<file path="src/rtl/dma_cpu_bus_master_pkg.sv">
// Shared types and constants for the CPU-side DMA bus master.
package dma_cpu_bus_master_pkg;

    // Bus cycle states: T1 address/ALE, T2-T3 strobe, T4 recovery, HOLD yielded.
    typedef enum logic [2:0] {
        S_IDLE,
        S_T1,
        S_T2,
        S_T3,
        S_T4,
        S_HOLD
    } bus_state_t;

    // Which of the four active-low strobes a cycle uses.
    typedef enum logic [1:0] {
        STB_IOR,
        STB_IOW,
        STB_MEMR,
        STB_MEMW
    } strobe_sel_t;

    // DMA controller register codes (low nibble of the I/O address).
    localparam logic [3:0] CH0_ADDR         = 4'h0;
    localparam logic [3:0] CH0_WC           = 4'h1;
    localparam logic [3:0] CH1_ADDR         = 4'h2;
    localparam logic [3:0] CH1_WC           = 4'h3;
    localparam logic [3:0] CH2_ADDR         = 4'h4;
    localparam logic [3:0] CH2_WC           = 4'h5;
    localparam logic [3:0] CH3_ADDR         = 4'h6;
    localparam logic [3:0] CH3_WC           = 4'h7;
    localparam logic [3:0] COMMAND_REGISTER = 4'h8;
    localparam logic [3:0] MODE_REGISTER    = 4'hB;
    localparam logic [3:0] CLEAR_BPFF       = 4'hC;
    localparam logic [3:0] MASTER_CLEAR     = 4'hD;

    // Map cycle direction and space onto the strobe to assert.
    function automatic strobe_sel_t strobe_select(input logic rd_nwr, input logic io_nmem);
        case ({io_nmem, rd_nwr})
            2'b01:   strobe_select = STB_IOR;
            2'b00:   strobe_select = STB_IOW;
            2'b11:   strobe_select = STB_MEMR;
            default: strobe_select = STB_MEMW;
        endcase
    endfunction

endpackage

</file>
<file path="src/rtl/dma_cpu_bus_master_mux_address_latch.sv">
// ALE-gated demultiplexer: transparent while ALE is high, holds afterwards.
module mux_address_latch #(
    parameter int AW = 16
) (
    input  logic          Clock,
    input  logic          Reset,
    input  logic          ale,
    input  logic [AW-1:0] ad_in,
    output logic [AW-1:0] lat_addr
);

    logic [AW-1:0] addr_q;

    // Capture the AD bus on every edge that sees ALE high.
    always_ff @(posedge Clock or posedge Reset) begin
        if (Reset)
            addr_q <= '0;
        else if (ale)
            addr_q <= ad_in;
    end

    assign lat_addr = ale ? ad_in : addr_q;

endmodule

</file>
<file path="src/rtl/dma_cpu_bus_master.sv">
// CPU-side master for the multiplexed AD bus, with HRQ/HLDA bus yield.
module dma_cpu_bus_master
    import dma_cpu_bus_master_pkg::*;
#(
    parameter int AW = 16,
    parameter int DW = 16
) (
    input  logic          Clock,
    input  logic          Reset,
    input  logic          req,
    input  logic          rd_nwr,
    input  logic          io_nmem,
    input  logic [AW-1:0] addr,
    input  logic [DW-1:0] wdata,
    output logic [DW-1:0] rdata,
    output logic          done,
    output logic          busy,
    input  logic          ready,
    input  logic [AW-1:0] ad_in,
    output logic [AW-1:0] ad_out,
    output logic          ad_oe,
    output logic          ALE,
    output logic [AW-1:0] lat_addr,
    output logic          nIOR,
    output logic          nIOW,
    output logic          nMEMR,
    output logic          nMEMW,
    output logic          ctl_oe,
    input  logic          hrq,
    output logic          hlda
);

    bus_state_t    state, next_state;
    logic          cur_rd;
    logic          cur_io;
    logic [AW-1:0] cur_addr;
    logic [DW-1:0] cur_wdata;
    logic          strobe_on;

    // Accept a request only from IDLE and only when no hold is pending.
    logic accept;
    assign accept = (state == S_IDLE) && !hrq && req;

    // State register.
    always_ff @(posedge Clock or posedge Reset) begin
        if (Reset)
            state <= S_IDLE;
        else
            state <= next_state;
    end

    // Snapshot the request so the bus stays stable even if req inputs change.
    always_ff @(posedge Clock or posedge Reset) begin
        if (Reset) begin
            cur_rd    <= 1'b0;
            cur_io    <= 1'b0;
            cur_addr  <= '0;
            cur_wdata <= '0;
        end else if (accept) begin
            cur_rd    <= rd_nwr;
            cur_io    <= io_nmem;
            cur_addr  <= addr;
            cur_wdata <= wdata;
        end
    end

    // Read data is taken on the edge that leaves T3 with the slave ready.
    always_ff @(posedge Clock or posedge Reset) begin
        if (Reset)
            rdata <= '0;
        else if (state == S_T3 && ready && cur_rd)
            rdata <= DW'(ad_in);
    end

    // HLDA rises one cycle into HOLD and drops on the edge that leaves it.
    always_ff @(posedge Clock or posedge Reset) begin
        if (Reset)
            hlda <= 1'b0;
        else
            hlda <= (state == S_HOLD) && hrq;
    end

    // Next-state and bus outputs decoded from state only (no req-to-bus path).
    always_comb begin
        next_state = state;
        ad_out     = '0;
        ad_oe      = 1'b0;
        ALE        = 1'b0;
        ctl_oe     = 1'b1;
        done       = 1'b0;
        busy       = 1'b0;
        strobe_on  = 1'b0;
        case (state)
            S_IDLE: begin
                if (hrq)
                    next_state = S_HOLD;
                else if (req)
                    next_state = S_T1;
            end
            S_T1: begin
                busy       = 1'b1;
                ad_out     = cur_addr;
                ad_oe      = 1'b1;
                ALE        = 1'b1;
                next_state = S_T2;
            end
            S_T2, S_T3: begin
                busy      = 1'b1;
                strobe_on = 1'b1;
                if (!cur_rd) begin
                    ad_out = AW'(cur_wdata);
                    ad_oe  = 1'b1;
                end
                if (state == S_T2)
                    next_state = S_T3;
                else if (ready)
                    next_state = S_T4;
            end
            S_T4: begin
                // Strobe is released but write data is held one more cycle.
                busy = 1'b1;
                done = 1'b1;
                if (!cur_rd) begin
                    ad_out = AW'(cur_wdata);
                    ad_oe  = 1'b1;
                end
                next_state = S_IDLE;
            end
            S_HOLD: begin
                ctl_oe = 1'b0;
                if (!hrq)
                    next_state = S_IDLE;
            end
            default: next_state = S_IDLE;
        endcase
    end

    // Strobe decode from the latched cycle type.
    always_comb begin
        nIOR  = 1'b1;
        nIOW  = 1'b1;
        nMEMR = 1'b1;
        nMEMW = 1'b1;
        if (strobe_on) begin
            case (strobe_select(cur_rd, cur_io))
                STB_IOR:  nIOR  = 1'b0;
                STB_IOW:  nIOW  = 1'b0;
                STB_MEMR: nMEMR = 1'b0;
                default:  nMEMW = 1'b0;
            endcase
        end
    end

    mux_address_latch #(.AW(AW)) u_addr_latch (
        .Clock    (Clock),
        .Reset    (Reset),
        .ale      (ALE),
        .ad_in    (ad_in),
        .lat_addr (lat_addr)
    );

endmodule

</file>
<file path="config.mk">
export PLATFORM = sky130hd
export DESIGN_NAME = dma_cpu_bus_master
export DESIGN_NICKNAME = d
export VERILOG_FILES = /design/src/rtl/dma_cpu_bus_master_pkg.sv /design/src/rtl/dma_cpu_bus_master_mux_address_latch.sv /design/src/rtl/dma_cpu_bus_master.sv
export SDC_FILE = /design/constraint.sdc
export NUM_CORES = 1
export LEC_CHECK = 0
export CAP_MARGIN = 0
export CORE_MARGIN = 8
export CORE_UTILIZATION = 45
export CTS_BUF_LIST = sky130_fd_sc_hd__clkbuf_8 sky130_fd_sc_hd__clkbuf_16
export DETAILED_ROUTE_END_ITERATION = 6
export DONT_BUFFER_PORTS = 1
export PLACE_DENSITY = 0.59
export SKIP_LAST_GASP = 1
export SLEW_MARGIN = 10
export SYNTH_ARGS = -nofsm -noshare
export SYNTH_HDL_FRONTEND = slang
export SYNTH_HIERARCHICAL = 1
export SYNTH_SLANG_ARGS = --single-unit
export TNS_END_PERCENT = 20
</file>
<file path="constraint.sdc">
create_clock -name Clock -period 5.55 [get_ports Clock]
set_clock_uncertainty 0.1 [all_clocks]
set_input_delay 0.8325 -clock Clock [delete_from_list [all_inputs] [get_ports Clock]]
set_output_delay 0.8325 -clock Clock [all_outputs]
set_load 0.03 [all_outputs]
</file>
==> results of run 1 <==
-- cell families after synthesis --
logic type      synth area share (%)
flops                           56.5
xor+xnor                       0.565
buf+inv                         4.20
simple gates                    4.08
mux                             28.8
compound gates                  5.81
-- where the power goes --
part | internal [mW] | leakage, nW | switching, mW
Sequential | 0.762 | 0.844 | 0.285
Clock | 0.254 | 0.106 | 0.190
Combinational | 0.428 | 0.535 | 0.667
Total | 1.44 | 1.49 | 1.14
-- routing by layer --
layer,GRT usage (%),wire length (um)
met4,5.67,32
met3,7.40,821
met2,21.5,3330
met1,16.0,2490
met5,0,0
-- through the flow --
stage | setup slack (ps) | instance area [sq um] | cells
floorplan | 2770 | 3100 | 195
global placement | 2510 | 3090 | 263
detailed placement | 2400 | 3090 | 263
CTS | 2010 | 3310 | 279
global route | 1880 | 3320 | 279
finish | 2050 | 3320 | 279
-- synthesized netlist by cell type --
cell       instances
dfrtp_1           70
mux2_4            40
a22o_1            16
mux2_2            16
mux2_1            10
buf_6              6
buf_2              4
inv_1              4
nor2_1             4
nand2_1            3
and3_1             2
nor2b_1            2
or2_2              2
a21oi_4            1
a2bb2oi_1          1
buf_12             1
buf_4              1
nand2b_1           1
nand3b_1           1
nand4b_1           1
nor2_2             1
nor2_4             1
nor3_1             1
o22ai_1            1
o32ai_1            1
or3_1              1
or3b_4             1
xnor2_1            1
xor2_1             1
-- area by class of cell --
type                            instances  area (sq um)  share of cell area (%)
Clock buffer                            9           124                    3.74
Multi-Input combinational cell        109          1230                    37.0
Clock inverter                          7          97.6                    2.94
Inverter                                4          16.3                   0.491
Sequential cell                        70          1750                    52.8
Tap cell                               80           100                    3.02
-- sequential cells by signal (all words and copies together), names as in the netlist --
signal               cells
u_addr_latch/addr_q     16
cur_wdata               16
cur_io                   1
state                    3
cur_addr                16
hlda                     1
rdata                   16
cur_rd                   1
-- how the worst max path moves through the flow --
stage                     startpoint            to  slack [ps]  cells past startpoint
after global placement      state[0]   lat_addr[1]        2510                      3
after floorplan             state[1]  lat_addr[10]        2770                      8
final                       state[0]   lat_addr[1]        2050                      3
after detailed placement    state[0]   lat_addr[1]        2400                      3
after global routing        state[0]   lat_addr[1]        1880                      3
after CTS                   state[0]   lat_addr[1]        2010                      3
-- critical path, cell delays in order, from the launching register on --
cell and delay, ps:
dfrtp_1 480, nor2b_1 210, nor2b_4 1000, mux2_2 530
==> flow_metrics.tcl, run 1 <==
set metrics [dict create \
    status "finished, final reports clean" \
    layout.nets 249 \
    fin_hold_ws_ps 349 \
    worst_slew_pin_slew_ps 1220 \
    vdd_ir_drop_max_uv 239 \
    clk_pin_slew_ps 80 \
    synth_cells 195 \
    max_freq_ghz 0.285 \
    cts_sinks 70 \
    final-hold-violation-count 0 \
    worst_setup_path_start_kind "register" \
    antenna_found_initial 0 \
    drt-total-wl_um 6680 \
    leakagePower_nw 1.49 \
    grt-ovfl-total 0 \
    mostFrequentLayoutCell "dfrtp_1" \
    area_growth_pct 6.98 \
    drc 0 \
    ys_seq_area_share_pct 56.5 \
    cts_hold_repair.buffers 0 \
    grt_pass1_vias 1745 \
    die_height_um 99.0 \
    worstPathArrival_ps 2570 \
    rows 30 \
    tritoncts "done" \
    regToRegSetupSlack_ps 3060 \
    wire_per_inst_um 23.9 \
    tns_ps 0 \
    yosys.cell_types.count 29 \
    setup_violations 0 \
    period_needed_ps 3500 \
    numPortBuffers 0 \
    mostFrequentLayoutCells "dfrtp_1 (70), mux2_4 (40), a22o_1 (16), mux2_2 (16), mux2_1 (10)" \
    reg2reg_from "state[0]" \
    reg2reg_depth 3 \
    core_sq_mm 0.00672 \
    drive_gt1_share_pct 40.7 \
    synth_seq_cells 70 \
    first_pass_iters 4 \
    cts_buffer_depth 2 \
    slew_violations 0 \
    initial_core_util_pct 46.1 \
    drtIter0Drc 78 \
    timing.rr.end "u_addr_latch/addr_q[1]" \
    rsz0062_at_grt "false" \
    critPathKind "reg -> out" \
    cp_max_fo 34 \
    grt_pass1_wl_um 10600 \
    gp_congestion 0.849 \
    post-route-period-util_pct 63.1 \
    vias 1609 \
    dp_hpwl_um 4810 \
    drv_cap 0 \
    finish.utilization_pct 49.3 \
    synth_fp_nets 250 \
    nFillCells 584 \
    syn-cell-area_sq_mm 0.00310 \
    synth_top_area_share_pct 56.5 \
    drtAntennaViolNets 0 \
    pin_count 113 \
    avgSynthCellArea_sq_um 15.9 \
    cts.root.buffer_cell "clkbuf_8" \
    cts_resized 0 \
    post_cts_buffers 0 \
    die-area_sq_mm 0.00980 \
    synth_area_leaders "dfrtp_1 (57%), mux2_4 (19%), mux2_2 (5.8%)" \
    yosysTopAreaCell "dfrtp_1" \
    grt_use_total_pct 14.0 \
    numCtsBuffers 9 \
    p_per_area_mw_per_mm2 780 \
    end_kind "primary output" \
    max-slew-margin-rel_pct 18.8 \
    cp_data_required_time_ps 4620 \
    grt_max_degree 55 \
    min_path_type "in -> async" \
    routed_via_density 5.77 \
    cts.htree.levels 3 \
    ys_warn_count 6 \
    die_w_um 99.0 \
    diodes 0 \
    clock_latency_ps 330 \
    total_power_mw 2.59 \
]
Power figures use the tool's default switching activity.
==> inputs of run 2 (changes only) <==
Settings changed: ABC_AREA from default to 1.
Clock period 5.55 ns to 3.6 ns, I/O delays scaled along.
==> run 2 against run 1 <==
Design area is 3.9% higher. Sequential cell count unchanged. Count of clock-buffer cells in the layout stayed put. Register-to-register slack got worse by 1600 ps. Utilization decreased by 1.6 points. Clock power is 18% higher. Via count is 41% higher. Hold slack worse by 290 ps. Synthesized cell count is 91% higher. Global-route usage up 1.4 points. Critical path type unchanged. Highest routed layer unchanged.
==> flow_metrics.tcl, run 2 <==
set metrics [dict create \
    routed_via_density 4.80 \
    max_stage_delay_ps 640 \
    synth_top_area_share_pct 52.7 \
    reg2reg_from "state[2]" \
    die_w_um 102 \
    mostFrequentLayoutCell "nand2_1" \
    cp_max_fo 14 \
    syn-cell-area_sq_mm 0.00332 \
    synthMuxAreaShare_pct 0 \
    post_cts_buffers 0 \
    nFillCells 748 \
    layout.nets 424 \
    dp_hpwl_um 5550 \
    setup_violations 0 \
    drtAntennaViolNets 0 \
    rsz0062_at_grt "false" \
    drt-total-wl_um 7690 \
    cts.htree.levels 3 \
    multi_input_area_sq_mm 0.00115 \
    cp_data_required_time_ps 2960 \
    wire_per_inst_um 16.3 \
    final-hold-violation-count 0 \
    ys_seq_area_share_pct 52.7 \
    min_path_type "in -> async" \
    synth_xor_area_share_pct 0 \
    leakagePower_nw 1.85 \
    path_cells "nand2_1, nand2_4, nand2_2, o21ai_1" \
    max-slew-margin-rel_pct 39.9 \
    mostFrequentLayoutCells "nand2_1 (123), dfrtp_1 (70), inv_1 (58)" \
    clock_latency_ps 330 \
    ys.flop_type "dfrtp_1" \
    yosys.area_share.simple_pct 23.6 \
    gp_congestion 0.752 \
    antenna_found_initial 0 \
    cts_resized 0 \
    synth_edf_count 0 \
    ff_latch_area_sq_mm 0.00175 \
    finish.utilization_pct 47.8 \
    rows 31 \
    slowest_stage "dfrtp_1" \
    synth_compound_area_share_pct 11.1 \
    drv_cap 0 \
    yosys.cell_types.count 31 \
    grt_pass1_vias 2334 \
    cts.root.buffer_cell "clkbuf_8" \
    die_height_um 102 \
    yosysMostFrequentCell "nand2_1" \
    cts_buffer_depth 2 \
    worst_slew_pin_slew_ps 899 \
    ys_warn_count 6 \
    drtIter0Drc 111 \
    grt_max_degree 69 \
    avgSynthCellArea_sq_um 8.91 \
    worstPathArrival_ps 2100 \
    placedInstanceArea_sq_mm 0.00329 \
    grt_use_total_pct 15.4 \
    synth_area_leaders "dfrtp_1 (53%), nand2_1 (14%), inv_1 (6.6%)" \
    die-area_sq_mm 0.0104 \
    pre_cts_ws_ps 1220 \
    crit_start "state[2]" \
    synth_seq_cells 70 \
    first_pass_iters 4 \
    numPortBuffers 0 \
    grt-ovfl-total 0 \
    numCtsBuffers 9 \
    layout_setup_ws_ps 865 \
    yosysTopAreaCell "dfrtp_1" \
    worst_setup_path_start_kind "register" \
    max_freq_ghz 0.366 \
    pin_count 113 \
    p_per_area_mw_per_mm2 1050 \
    cts_sinks 70 \
    tns_ps 0 \
    end_kind "primary output" \
    area_growth_pct 3.69 \
    core_sq_mm 0.00721 \
    grt_pass1_wl_um 12300 \
    async_flop_share_pct 100 \
    diodes 0 \
    synth_fp_nets 428 \
    synthAdderAreaFrac_pct 0 \
    cts_hold_repair.buffers 0 \
    period_needed_ps 2740 \
    synth_cells 373 \
    initial_core_util_pct 46.1 \
    slew_violations 0 \
    fin_area_sq_mm 0.00345 \
    drc 0 \
    status "finished, final reports clean" \
    tritoncts "done" \
    clk_pin_slew_ps 80 \
    post-route-period-util_pct 76.0 \
    synthTopCellsByCount "nand2_1 (123), dfrtp_1 (70), inv_1 (58)" \
    vias 2265 \
    synth_top_family_by_area "simple AND/OR/NAND/NOR gates" \
    critPathKind "reg -> out" \
    vdd_ir_drop_max_uv 412 \
    drive_gt1_share_pct 17.4 \
]
run 2: cell types whose count changed after synthesis, sizes merged, moves of 16 or more:
| cell | previous run | this run |
|---|---|---|
| inv | 4 | 63 |
| mux2 | 66 | 0 |
| nand3 | 0 | 21 |
| nand2 | 3 | 131 |
| o21ai | 0 | 49 |
| a22o | 16 | 0 |
run 2: final timing paths:
kind	end	slack (ps)	depth (start not counted)
setup / recovery	ad_out[14]	860	4
hold / removal	u_addr_latch/addr_q[1]	60	1
setup reg to reg	cur_rd	1480	4
hold reg to reg	cur_wdata[2]	390	2
max in group asynchronous	cur_wdata[11]	2490	2
min in group Clock	cur_addr[0]	220	2
run 2: metrics by stage:
step                std cells  power [mW]  hold slack, ps
floorplan                 373        2.95             353
global placement          457        3.08             366
detailed placement        457        3.12             374
CTS                       472        3.66            69.9
global route              472        3.88            94.3
finish                    472        3.60            61.3
run 2: routing by layer:
metal	track usage, %	up-vias	routed length (um)
li1	-	1127	-
met1	18.2	1046	3180
met2	24.6	83	3640
met3	5.93	9	757
met4	6.43	0	121
met5	0	-	0
run 2: cell families after synthesis:
group / after synthesis
DFF: 70
and+or+nand+nor: 165
buffers and inverters: 81
AOI/OAI and AO/OA: 57
run 2: area by class of cell:
class,instances,area share (%)
timing repair buffer,2,0.436
inverter,64,7.19
tap,99,3.59
multi-input combinational,222,33.4
clock buffer,9,3.59
sequential,70,50.8
clock inverter,6,0.908
run 2: report_power, final:
group          switching (mW)  internal [mW]
sequential              0.392           1.15
clock                   0.287          0.239
combinational            1.21          0.329
run 2: critical path: cells and delay by family (launching register included):
family | cells | cell delay, ps
simple gates | 3 | 580
compound gates | 1 | 540
flops | 1 | 640
